File: config.mk
export PLATFORM = sky130hd
export DESIGN_NAME = ray_frame_gen
export DESIGN_NICKNAME = d
export VERILOG_FILES = /design/src/rtl/ray_frame_gen.sv
export SDC_FILE = /design/constraint.sdc
export NUM_CORES = 1
export LEC_CHECK = 0
export ABC_CLOCK_PERIOD_IN_PS = 7800
export BUFFER_PORTS_ARGS = -buffer_cell sky130_fd_sc_hd__buf_4
export CAP_MARGIN = 10
export CORE_MARGIN = 5
export CORE_UTILIZATION = 40
export DETAILED_ROUTE_END_ITERATION = 8
export GPL_TIMING_DRIVEN = 0
export PLACE_DENSITY = 0.62
export SKIP_LAST_GASP = 1
export SYNTH_ARGS = -nofsm -noshare
export SYNTH_HDL_FRONTEND = slang
export SYNTH_SLANG_ARGS = --single-unit
File: constraint.sdc
create_clock -name clock -period 7.8 [get_ports clock]
set_input_delay 1.56 -clock clock [delete_from_list [all_inputs] [get_ports clock]]
set_output_delay 1.56 -clock clock [all_outputs]
set_load 0.02 [all_outputs]
File: src/rtl/ray_frame_gen.sv
`default_nettype none
// ============================================================================
// Module   : ray_frame_gen
// Purpose  : Raster-order primary-ray generator with in-order result shading.
//            Issues one ray per pixel (origin at 0, direction from the pixel
//            coordinate) over a ready/valid handshake, then converts each
//            intersection result into a shaded pixel strobe. Signals the end
//            of the frame with a single-cycle frame_done pulse.
// Ports    : clock, reset (sync, active-high), start
//            ray_ready / ray_valid, ray_origin_x/y/z, ray_dir_x/y/z (Q8.8)
//            res_valid, res_hit, res_t (Q8.8)
//            pix_valid, pix_x, pix_y, pix_shade, busy, frame_done
// Macro    : RAY_FRAME_CONTINUOUS_EN - when defined, frames repeat
//            back-to-back without needing start, and busy stays high.
// Revision : 1.0 - initial release
// ============================================================================
module ray_frame_gen #(
  parameter int                 H_RES    = 16,
  parameter int                 V_RES    = 16,
  parameter logic signed [15:0] DIR_STEP = 16'sh0010,
  parameter logic        [7:0]  BG_SHADE = 8'h10
) (
  input  logic               clock,
  input  logic               reset,
  input  logic               start,
  input  logic               ray_ready,
  output logic               ray_valid,
  output logic signed [15:0] ray_origin_x,
  output logic signed [15:0] ray_origin_y,
  output logic signed [15:0] ray_origin_z,
  output logic signed [15:0] ray_dir_x,
  output logic signed [15:0] ray_dir_y,
  output logic signed [15:0] ray_dir_z,
  input  logic               res_valid,
  input  logic               res_hit,
  input  logic signed [15:0] res_t,
  output logic               pix_valid,
  output logic        [7:0]  pix_x,
  output logic        [7:0]  pix_y,
  output logic        [7:0]  pix_shade,
  output logic               busy,
  output logic               frame_done
);

`ifdef RAY_FRAME_CONTINUOUS_EN
  localparam bit c_CONT = 1'b1;
`else
  localparam bit c_CONT = 1'b0;
`endif

  localparam logic [7:0] c_XLAST  = 8'(H_RES - 1);
  localparam logic [7:0] c_YLAST  = 8'(V_RES - 1);
  localparam int         c_HALF_H = H_RES / 2;
  localparam int         c_HALF_V = V_RES / 2;
  localparam int         c_STEP   = int'(DIR_STEP);
  localparam logic signed [15:0] c_DIR_Z = 16'shFF00;

  typedef enum logic [1:0] {
    S_IDLE  = 2'd0,
    S_ISSUE = 2'd1,
    S_DRAIN = 2'd2,
    S_DONE  = 2'd3
  } state_t;

  state_t     r_state;
  logic [7:0] r_ix, r_iy;   // coordinate of the ray currently presented
  logic [7:0] r_rx, r_ry;   // coordinate the next accepted result belongs to
  logic       r_res_all;    // every result of the frame has been accepted

  // Direction components; the product is truncated to 16 bits on purpose.
  function automatic logic [15:0] f_dir_x(input logic [7:0] x);
    return 16'((int'({24'd0, x}) - c_HALF_H) * c_STEP);
  endfunction

  function automatic logic [15:0] f_dir_y(input logic [7:0] y);
    return 16'((c_HALF_V - int'({24'd0, y})) * c_STEP);
  endfunction

  logic       w_xfer, w_ray_last, w_res_acc, w_res_last, w_res_done;
  logic       w_frame_start;
  logic [7:0] w_ix_inc, w_iy_inc;
  logic       w_t_pos;
  logic [15:0] w_t_shift;
  logic [7:0] w_dist, w_shade;

  assign w_xfer     = ray_valid && ray_ready;
  assign w_ray_last = (r_ix == c_XLAST) && (r_iy == c_YLAST);
  assign w_res_acc  = res_valid && !r_res_all &&
                      ((r_state == S_ISSUE) || (r_state == S_DRAIN));
  assign w_res_last = w_res_acc && (r_rx == c_XLAST) && (r_ry == c_YLAST);
  assign w_res_done = w_res_last || r_res_all;

  // A new frame begins on start in IDLE, or straight out of DONE when
  // frames run back-to-back.
  assign w_frame_start = ((r_state == S_IDLE) && start) ||
                         ((r_state == S_DONE) && c_CONT);

  assign w_ix_inc = (r_ix == c_XLAST) ? 8'd0 : r_ix + 8'd1;
  assign w_iy_inc = (r_ix == c_XLAST) ? r_iy + 8'd1 : r_iy;

  // Shading: only a hit at positive distance is lit; distance/16 is
  // saturated to 255 and inverted so nearer hits are brighter.
  assign w_t_pos   = res_hit && (res_t > 16'sd0);
  assign w_t_shift = res_t >> 4;
  assign w_dist    = (|w_t_shift[15:8]) ? 8'hFF : w_t_shift[7:0];
  assign w_shade   = w_t_pos ? (8'hFF - w_dist) : BG_SHADE;

  assign ray_origin_x = 16'sd0;
  assign ray_origin_y = 16'sd0;
  assign ray_origin_z = 16'sd0;

  always_ff @(posedge clock) begin
    if (reset) begin
      r_state    <= S_IDLE;
      r_ix       <= 8'd0;
      r_iy       <= 8'd0;
      r_rx       <= 8'd0;
      r_ry       <= 8'd0;
      r_res_all  <= 1'b0;
      ray_valid  <= 1'b0;
      ray_dir_x  <= 16'sd0;
      ray_dir_y  <= 16'sd0;
      ray_dir_z  <= 16'sd0;
      pix_valid  <= 1'b0;
      pix_x      <= 8'd0;
      pix_y      <= 8'd0;
      pix_shade  <= 8'd0;
      busy       <= 1'b0;
      frame_done <= 1'b0;
    end else begin
      // ---------------- state machine and control outputs ----------------
      case (r_state)
        S_IDLE: begin
          if (start) begin
            r_state   <= S_ISSUE;
            ray_valid <= 1'b1;
            busy      <= 1'b1;
          end
        end
        S_ISSUE: begin
          if (w_xfer && w_ray_last) begin
            ray_valid <= 1'b0;
            if (w_res_done) begin
              r_state    <= S_DONE;
              busy       <= c_CONT;
              frame_done <= 1'b1;
            end else begin
              r_state <= S_DRAIN;
            end
          end
        end
        S_DRAIN: begin
          if (w_res_done) begin
            r_state    <= S_DONE;
            busy       <= c_CONT;
            frame_done <= 1'b1;
          end
        end
        S_DONE: begin
          frame_done <= 1'b0;
          if (c_CONT) begin
            r_state   <= S_ISSUE;
            ray_valid <= 1'b1;
          end else begin
            r_state <= S_IDLE;
          end
        end
        default: r_state <= S_IDLE;
      endcase

      // ---------------- counters and ray fields ----------------
      if (w_frame_start) begin
        r_ix      <= 8'd0;
        r_iy      <= 8'd0;
        r_rx      <= 8'd0;
        r_ry      <= 8'd0;
        r_res_all <= 1'b0;
        ray_dir_x <= f_dir_x(8'd0);
        ray_dir_y <= f_dir_y(8'd0);
        ray_dir_z <= c_DIR_Z;
      end else begin
        // Fields only move on a transfer, so they hold while stalled; after
        // the last ray they simply keep the final value.
        if (w_xfer && !w_ray_last) begin
          r_ix      <= w_ix_inc;
          r_iy      <= w_iy_inc;
          ray_dir_x <= f_dir_x(w_ix_inc);
          ray_dir_y <= f_dir_y(w_iy_inc);
        end
        if (w_res_acc) begin
          if (r_rx == c_XLAST) begin
            r_rx <= 8'd0;
            r_ry <= r_ry + 8'd1;
          end else begin
            r_rx <= r_rx + 8'd1;
          end
          if (w_res_last) begin
            r_res_all <= 1'b1;
          end
        end
      end

      // ---------------- pixel output ----------------
      pix_valid <= w_res_acc;
      if (w_res_acc) begin
        pix_x     <= r_rx;
        pix_y     <= r_ry;
        pix_shade <= w_shade;
      end
    end
  end

endmodule
`default_nettype wire

==> summary.txt, run 1 <==
Outcome
  – Status: finished clean

Final layout
  – P&R area growth vs syn: 28.7%
  – Final net count: between 700 and 800
  – Commonest non-fill, non-tap cell in the layout: buf_4
  – Multi-input gate area: around 2300 um^2
  – Most frequent cells in the layout: buf_4 (162), dfxtp_1 (78), nor2_1 (68)
  – Layout cell share with drive strength beyond 1: 0.272
  – Fill cells: about 1100
  – # diodes: 0
  – Storage cell area: between 1500 and 2000 um^2

Setup path
  – Crit Path Category: flop to flop
  – Data required, critical path: roughly 8000 ps
  – Startpoint class of the critical path: flop
  – R2r endpoint: ray_dir_y[12]$_SDFFE_PP0P_
  – CP arrival: 3520 ps
  – CP max-delay cell: nor2_1
  – Crit-path cells: ha_1, nand3_1, nor2_1, mux2i_1, ha_1, a32oi_2, nand3b_2, nor4_1, nor3_1
  – Crit path capture type: flop
  – Reg2reg path depth: 9
  – Reg2reg start: r_ix[0]$_SDFFE_PP0P_
  – CP dominant cell by count: ha_1
  – Reg2Reg Setup Slack: about 4500 ps
  – CP max stage delay: about 700 ps
  – Worst-path fanout max: 10

Global routing
  – GRT Residual Overflow: 0
  – Antenna violations before repair: 0
  – Vias in the first global route: approximately 3500
  – Largest net degree at the start of global routing: 16
  – GR Util All Layers: 0.156
  – First-pass GRT wire length: around 16 mm

CTS
  – CTS tree: built
  – CTS Sinks: 78
  – CTS H-tree lvls: 3
  – Cts repair resizes: 0
  – Clk root buf: clkbuf_8
  – Setup Fix Bufs, Post-CTS: 0
  – CTS Buf Count: 9
  – Clock Latency Late Sink: around 360 ps
  – Hold Buf Count CTS: 0
  – Clk slew on worst S/H paths: roughly 90 ps
  – Clk buf depth: 2

Floorplan
  – Top-Level Pins: 146
  – Die width: between 100 and 150 um
  – Die Ht: around 110 um
  – Core Region: approximately 11000 um^2
  – Initial Util: 0.404
  – Die ar.: around 13000 um^2
  – Row cnt: 38

STA
  – Crit path time final: between 3000 and 4000 ps
  – Final worst-path cycle share: 0.422
  – Tightest Pin Transition: between 700 and 800 ps
  – RSZ-0062 raised after global routing: false
  – Slew headroom: 0.500
  – Max Slew Vio Count: 0
  – Peak Freq: just over 300 MHz
  – Final hold vios: 0
  – Final setup viols: 0
  – Worst hold slack: around 460 ps
  – Setup TNS: 0 ps
  – Worst clock skew: 12.7 ps

Synthesis
  – Netlist cell types: 49
  – Syn Area/Cell: roughly 8.0 um^2
  – Mapped cell area: 4340 um^2
  – Prevailing post-synth register cell: dfxtp_1
  – YS warnings: 0
  – Post-synthesis sequential area ratio: 0.360
  – Gate Count Post-Synth: around 540
  – Post-synth ARST share: 0
  – Number of synthesized flops with an enable pin: 0
  – Yosys reg bits: 78

Route
  – Final ANT Viol Nets: 0
  – DR vias/cell: around 4.6
  – Vias post-DR: 3863
  – Initial DRC count: ~140
  – Drt pass-1 iters: 4
  – # DRC: 0
  – Detailed Route WL: approximately 10 mm
  – WL/cell: 12.3 um

Power
  – Pleak: 2.48 nW
  – Maximum vdd drop: ~0.00012 V
  – Total power per unit cell area: 224 nW/um^2

Worst hold path
  – Worst hold stages: 2
  – HP Class: flop to flop
  – Hold Startpoint: pix_y[2]$_SDFFE_PP0P_
  – Hold worst-path end: pix_y[2]$_SDFFE_PP0P_

Flow run
  – Maximum capacitance violations: 0

Placed design
  – # port buffers: between 80 and 90
  – Hpwl dp: 8.02 mm
  – Routability cong.: a little under 0.9
worst max-delay path by stage:
stage	start	end
detailed placement	res_valid	r_state[1]$_SDFFE_PP0P_
floorplan	res_valid	r_state[1]$_SDFFE_PP0P_
finish	r_ix[0]$_SDFFE_PP0P_	ray_dir_y[12]$_SDFFE_PP0P_
CTS	r_ix[0]$_SDFFE_PP0P_	ray_dir_y[12]$_SDFFE_PP0P_
global route	r_ix[0]$_SDFFE_PP0P_	ray_dir_y[12]$_SDFFE_PP0P_
global placement	res_valid	r_state[1]$_SDFFE_PP0P_
sequential cells by signal, indices dropped and copies added, names as in the netlist, 2 cells and up:
register	flops
r_ry	8
ray_dir_x	6
pix_y	8
pix_x	8
ray_dir_y	8
r_state	2
r_rx	8
pix_shade	8
r_ix	8
r_iy	8
area by class of cell:
class	instances	area share
Multi-Input combinational cell	410	0.404
Sequential cell	78	0.279
Buffer	110	0.131
Timing Repair Buffer	81	0.109
Tap cell	140	0.0313
Clock buffer	9	0.0222
Clock inverter	7	0.0186
Inverter	7	0.00470
kinds of logic (layout without fill, tap and decap cells):
| group | Yosys count | after routing | share of synthesized area |
|---|---|---|---|
| AND/OR/NAND/NOR | 212 | 212 | 0.233 |
| XOR/XNOR | 39 | 39 | 0.0786 |
| buffers and inverters | 117 | 214 | 0.175 |
| flip-flops | 78 | 78 | 0.360 |
| multiplexers | 4 | 4 | 0.00922 |
| adder cells (fa/ha/maj) | 10 | 10 | 0.0288 |
| AO/OA/AOI/OAI | 81 | 81 | 0.115 |
| other | 1 | 64 | 0.000863 |
power breakdown:
part	switching, W	total, W	internal [W]
Combinational	0.000273	0.000444	0.000171
Clock	0.000163	0.000347	0.000184
Sequential	0.0000316	0.000463	0.000432
Total	0.000467	0.00125	0.000787
routing by layer:
layer	wire, um	GRT usage	vias to the layer above
met5	0	0	-
met4	165	0.0554	0
met3	608	0.0354	13
met2	5070	0.252	98
met1	4530	0.203	1750
li1	-	-	2002
critical path: cells and delay by family, from the launching register on:
family | cells | cell delay (ps)
AO/OA/AOI/OAI | 1 | 120
flip-flops | 1 | 480
multiplexers | 1 | 320
adder cells (fa/ha/maj) | 2 | 490
AND/OR/NAND/NOR | 5 | 1760
synth_stat cells, types with 3 or more instances:
cell type	count	share of area
a21oi_1	44	0.051
inv_1	7	0.0061
o21ai_0	7	0.0081
o31ai_1	3	0.0052
clkbuf_1	26	0.022
a211oi_1	5	0.0086
xor2_1	22	0.044
buf_4	81	0.14
dfxtp_1	78	0.36
mux2i_1	4	0.0092
nand2b_1	3	0.0043
nor2_1	68	0.059
nand3_1	16	0.018
nand4_1	9	0.013
nor4_1	8	0.012
xnor2_1	17	0.034
nor3_1	10	0.012
o31a_1	3	0.0061
or3_1	5	0.0072
or4_4	3	0.0078
and3_1	7	0.010
ha_1	10	0.029
nand2_1	66	0.057
a31oi_1	4	0.0058
through the flow:
stage               cells  cell area (um^2)  worst slack [ps]  total power, W  utilization
floorplan             605              4580              4760        0.000775            -
CTS                   842              5590              4540         0.00127        0.520
finish                842              5590              4510         0.00125        0.520
global route          842              5590              4300         0.00133        0.520
detailed placement    826              5360              4380        0.000917        0.499
global placement      826              5360              4410        0.000907        0.499
Power figures use the tool's default switching activity.
==> inputs of run 2 (changes only) <==
--- a/config.mk
+++ b/config.mk
@@ -5,7 +5,8 @@
 export SDC_FILE = /design/constraint.sdc
 export NUM_CORES = 1
 export LEC_CHECK = 0
-export ABC_CLOCK_PERIOD_IN_PS = 7800
+export ABC_AREA = 1
+export ABC_CLOCK_PERIOD_IN_PS = 3300
 export BUFFER_PORTS_ARGS = -buffer_cell sky130_fd_sc_hd__buf_4
 export CAP_MARGIN = 10
 export CORE_MARGIN = 5
==> constraint.sdc (replaced) <==
create_clock -name clock -period 3.3 [get_ports clock]
set_input_delay 0.66 -clock clock [delete_from_list [all_inputs] [get_ports clock]]
set_output_delay 0.66 -clock clock [all_outputs]
set_load 0.02 [all_outputs]
==> run 2 against run 1 <==
Synthesized cell count up 10%. Power rose to 2.6 times the previous value. Clock power up 120%. First-iteration DRC count up 45%. Largest cell class unchanged. Largest power group is now combinational cells.
==> summary.txt, run 2 <==
Setup path
  – Reg2reg path depth: 13
  – Reg2Reg Setup Slack: around 1000 ps
  – Startpoint class of the critical path: flop
  – R2r endpoint: ray_dir_y[10]$_SDFFE_PP0P_
  – Critical Path Start: r_ix[0]$_SDFFE_PP0P_
  – Data required, critical path: 3560 ps
  – CP arrival: roughly 2500 ps
  – Crit path capture type: flop
  – Worst-path fanout max: 7
  – Crit Path Category: flop to flop
  – Reg2reg start: r_ix[0]$_SDFFE_PP0P_

CTS
  – Clock Latency Late Sink: between 300 and 400 ps
  – Hold Buf Count CTS: 0
  – CTS Sinks: 78
  – Clk root buf: clkbuf_8
  – CTS H-tree lvls: 3
  – Setup Fix Bufs, Post-CTS: 0
  – Cts repair resizes: 0
  – CTS Buf Count: 9
  – Clk buf depth: 2
  – Clk slew on worst S/H paths: approximately 90 ps
  – CTS tree: built

Floorplan
  – Row cnt: 38
  – Die Ht: between 100 and 150 um
  – Core Region: between 10000 and 15000 um^2
  – Top-Level Pins: 146
  – Initial Util: 0.406
  – Die ar.: 13100 um^2
  – Die width: between 100 and 150 um

STA
  – Setup WS post-layout: approximately 1000 ps
  – Final setup viols: 0
  – Slew headroom: 0.600
  – RSZ-0062 raised after global routing: false
  – Setup TNS: 0 ps
  – Peak Freq: 441 MHz
  – Final hold vios: 0
  – Worst clock skew: roughly 11 ps
  – Final worst-path cycle share: 0.687
  – Worst hold slack: 448 ps
  – Max Slew Vio Count: 0
  – Crit path time final: approximately 2300 ps
  – Tightest Pin Transition: around 600 ps

Synthesis
  – Top cells by count, synth: nand2_1 (88), buf_4 (81), dfxtp_1 (78)
  – Ranking of synthesized cells by area: dfxtp_1 (36%), buf_4 (14%), nand2_1 (7.6%)
  – Most numerous cell in the Yosys netlist: nand2_1
  – YS warnings: 0
  – Gate Count Post-Synth: 597
  – Syn Area/Cell: 7.31 um^2
  – Yosys reg bits: 78
  – Mapped cell area: between 4000 and 5000 um^2
  – Post-synthesis sequential area ratio: 0.358
  – Post-synth ARST share: 0
  – Area leader, netlist: dfxtp_1
  – Prevailing post-synth register cell: dfxtp_1
  – Netlist cell types: 43
  – Share of the synthesized area in the top cell type: 0.358
  – Number of synthesized flops with an enable pin: 0

Route
  – DR vias/cell: between 4 and 5
  – Vias post-DR: between 4000 and 5000
  – Drt pass-1 iters: 5
  – Detailed Route WL: around 11 mm
  – WL/cell: ~12 um
  – Initial DRC count: 197
  – Final ANT Viol Nets: 0
  – # DRC: 0

Global routing
  – First-pass GRT wire length: 17.6 mm
  – Vias in the first global route: around 3700
  – Antenna violations before repair: 0
  – GR Util All Layers: 0.166
  – GRT Residual Overflow: 0
  – Largest net degree at the start of global routing: 15

Placed design
  – Pre-CTS setup slack: approximately 930 ps
  – # port buffers: 80
  – Hpwl dp: roughly 8.4 mm
  – DP Cell Count: between 800 and 900
  – Routability cong.: roughly 0.86

Power
  – Total power per unit cell area: slightly below 600 nW/um^2
  – Total power: between 0.003 and 0.004 W
  – Maximum vdd drop: slightly below 0.0004 V
  – Pleak: ~2.8 nW

Flow run
  – Maximum capacitance violations: 0

Worst hold path
  – Worst hold stages: 2
  – HP Class: flop to flop
  – Hold Startpoint: frame_done$_SDFFE_PP0P_
  – Hold worst-path end: frame_done$_SDFFE_PP0P_

Outcome
  – Status: finished clean

Final layout
  – Most frequent cells in the layout: buf_4 (161), nand2_1 (88), dfxtp_1 (78)
  – P&R area growth vs syn: 28.2%
  – Layout cell share with drive strength beyond 1: 0.279
  – # diodes: 0
  – Final Instance Count excl. Fillers: about 900
  – Final net count: between 700 and 800
  – Commonest non-fill, non-tap cell in the layout: buf_4
## run 2: changes by cell type in the layout (fill, tap and decap cells not counted), moves of 15 or more
| cell | change |
|---|---|
| xnor2_1 | -15 |
| clkbuf_1 | -16 |
| nand3_1 | +18 |
| o21ai_0 | +33 |
| nand2_1 | +22 |
| inv_1 | +42 |
| xor2_1 | -16 |
## run 2: worst max path at each step
stage                            endpoint  slack (ps)  depth (start not counted)
2_1_floorplan  ray_dir_y[10]$_SDFFE_PP0P_        1340                         13
5_1_grt              r_iy[6]$_SDFFE_PP0P_         790                          8
3_3_place_gp         r_iy[6]$_SDFFE_PP0P_         900                          7
6_report       ray_dir_y[10]$_SDFFE_PP0P_        1030                         13
4_1_cts              r_iy[6]$_SDFFE_PP0P_        1010                          8
3_5_place_dp         r_iy[6]$_SDFFE_PP0P_         930                          7
## run 2: layout make-up
class | instances | area (um^2)
timing repair buffer | 80 | 601
clock inverter | 5 | 65.1
fill | 1058 | 5150
sequential | 78 | 1560
multi-input combinational | 427 | 2130
tap | 140 | 175
clock buffer | 11 | 151
inverter | 56 | 210
buffer | 99 | 693
## run 2: cells by family after synthesis
logic type,count (synthesis),synth area share
adders and majority gates,10,0.0287
buffers and inverters,155,0.207
other,1,0.000860
xor gates and xnor gates,8,0.0161
and+or+nand+nor,242,0.261
AOI/OAI and AO/OA,103,0.129
DFF,78,0.358
## run 2: critical path, stage by stage (launching register included)
cell     delay (ps)
dfxtp_1         400
ha_1            230
nand3_2         180
nor2_8          220
nand2_1          70
o21ai_1         210
ha_1            260
nand2_1          80
nand2_1         120
nand3_1         130
nand2_1          80
nand2_1          50
o21ai_1         110
inv_1            50
## run 2: metrics by stage
| stage | util | area (um^2) |
|---|---|---|
| after floorplan | - | 4600 |
| after global placement | 0.500 | 5370 |
| after detailed placement | 0.500 | 5370 |
| after CTS | 0.520 | 5590 |
| after global routing | 0.520 | 5590 |
| final | 0.520 | 5590 |
## run 2: routing by layer
metal  global-route usage  routed length, um  part of all wire  vias up
li1                     -                  -                 -     2103
met1                0.223               4800              0.44     1758
met2                0.266               4950              0.46      138
met3               0.0296                966             0.089        8
met4               0.0610                114             0.011        0
met5                    0                  0                 0        -
## run 2: report_power, final
| part | total, W | internal (W) | switching, W |
|---|---|---|---|
| logic | 0.00132 | 0.000515 | 0.000802 |
| registers | 0.00121 | 0.00110 | 0.000112 |
| clock network | 0.000780 | 0.000399 | 0.000381 |
| total | 0.00331 | 0.00201 | 0.00129 |
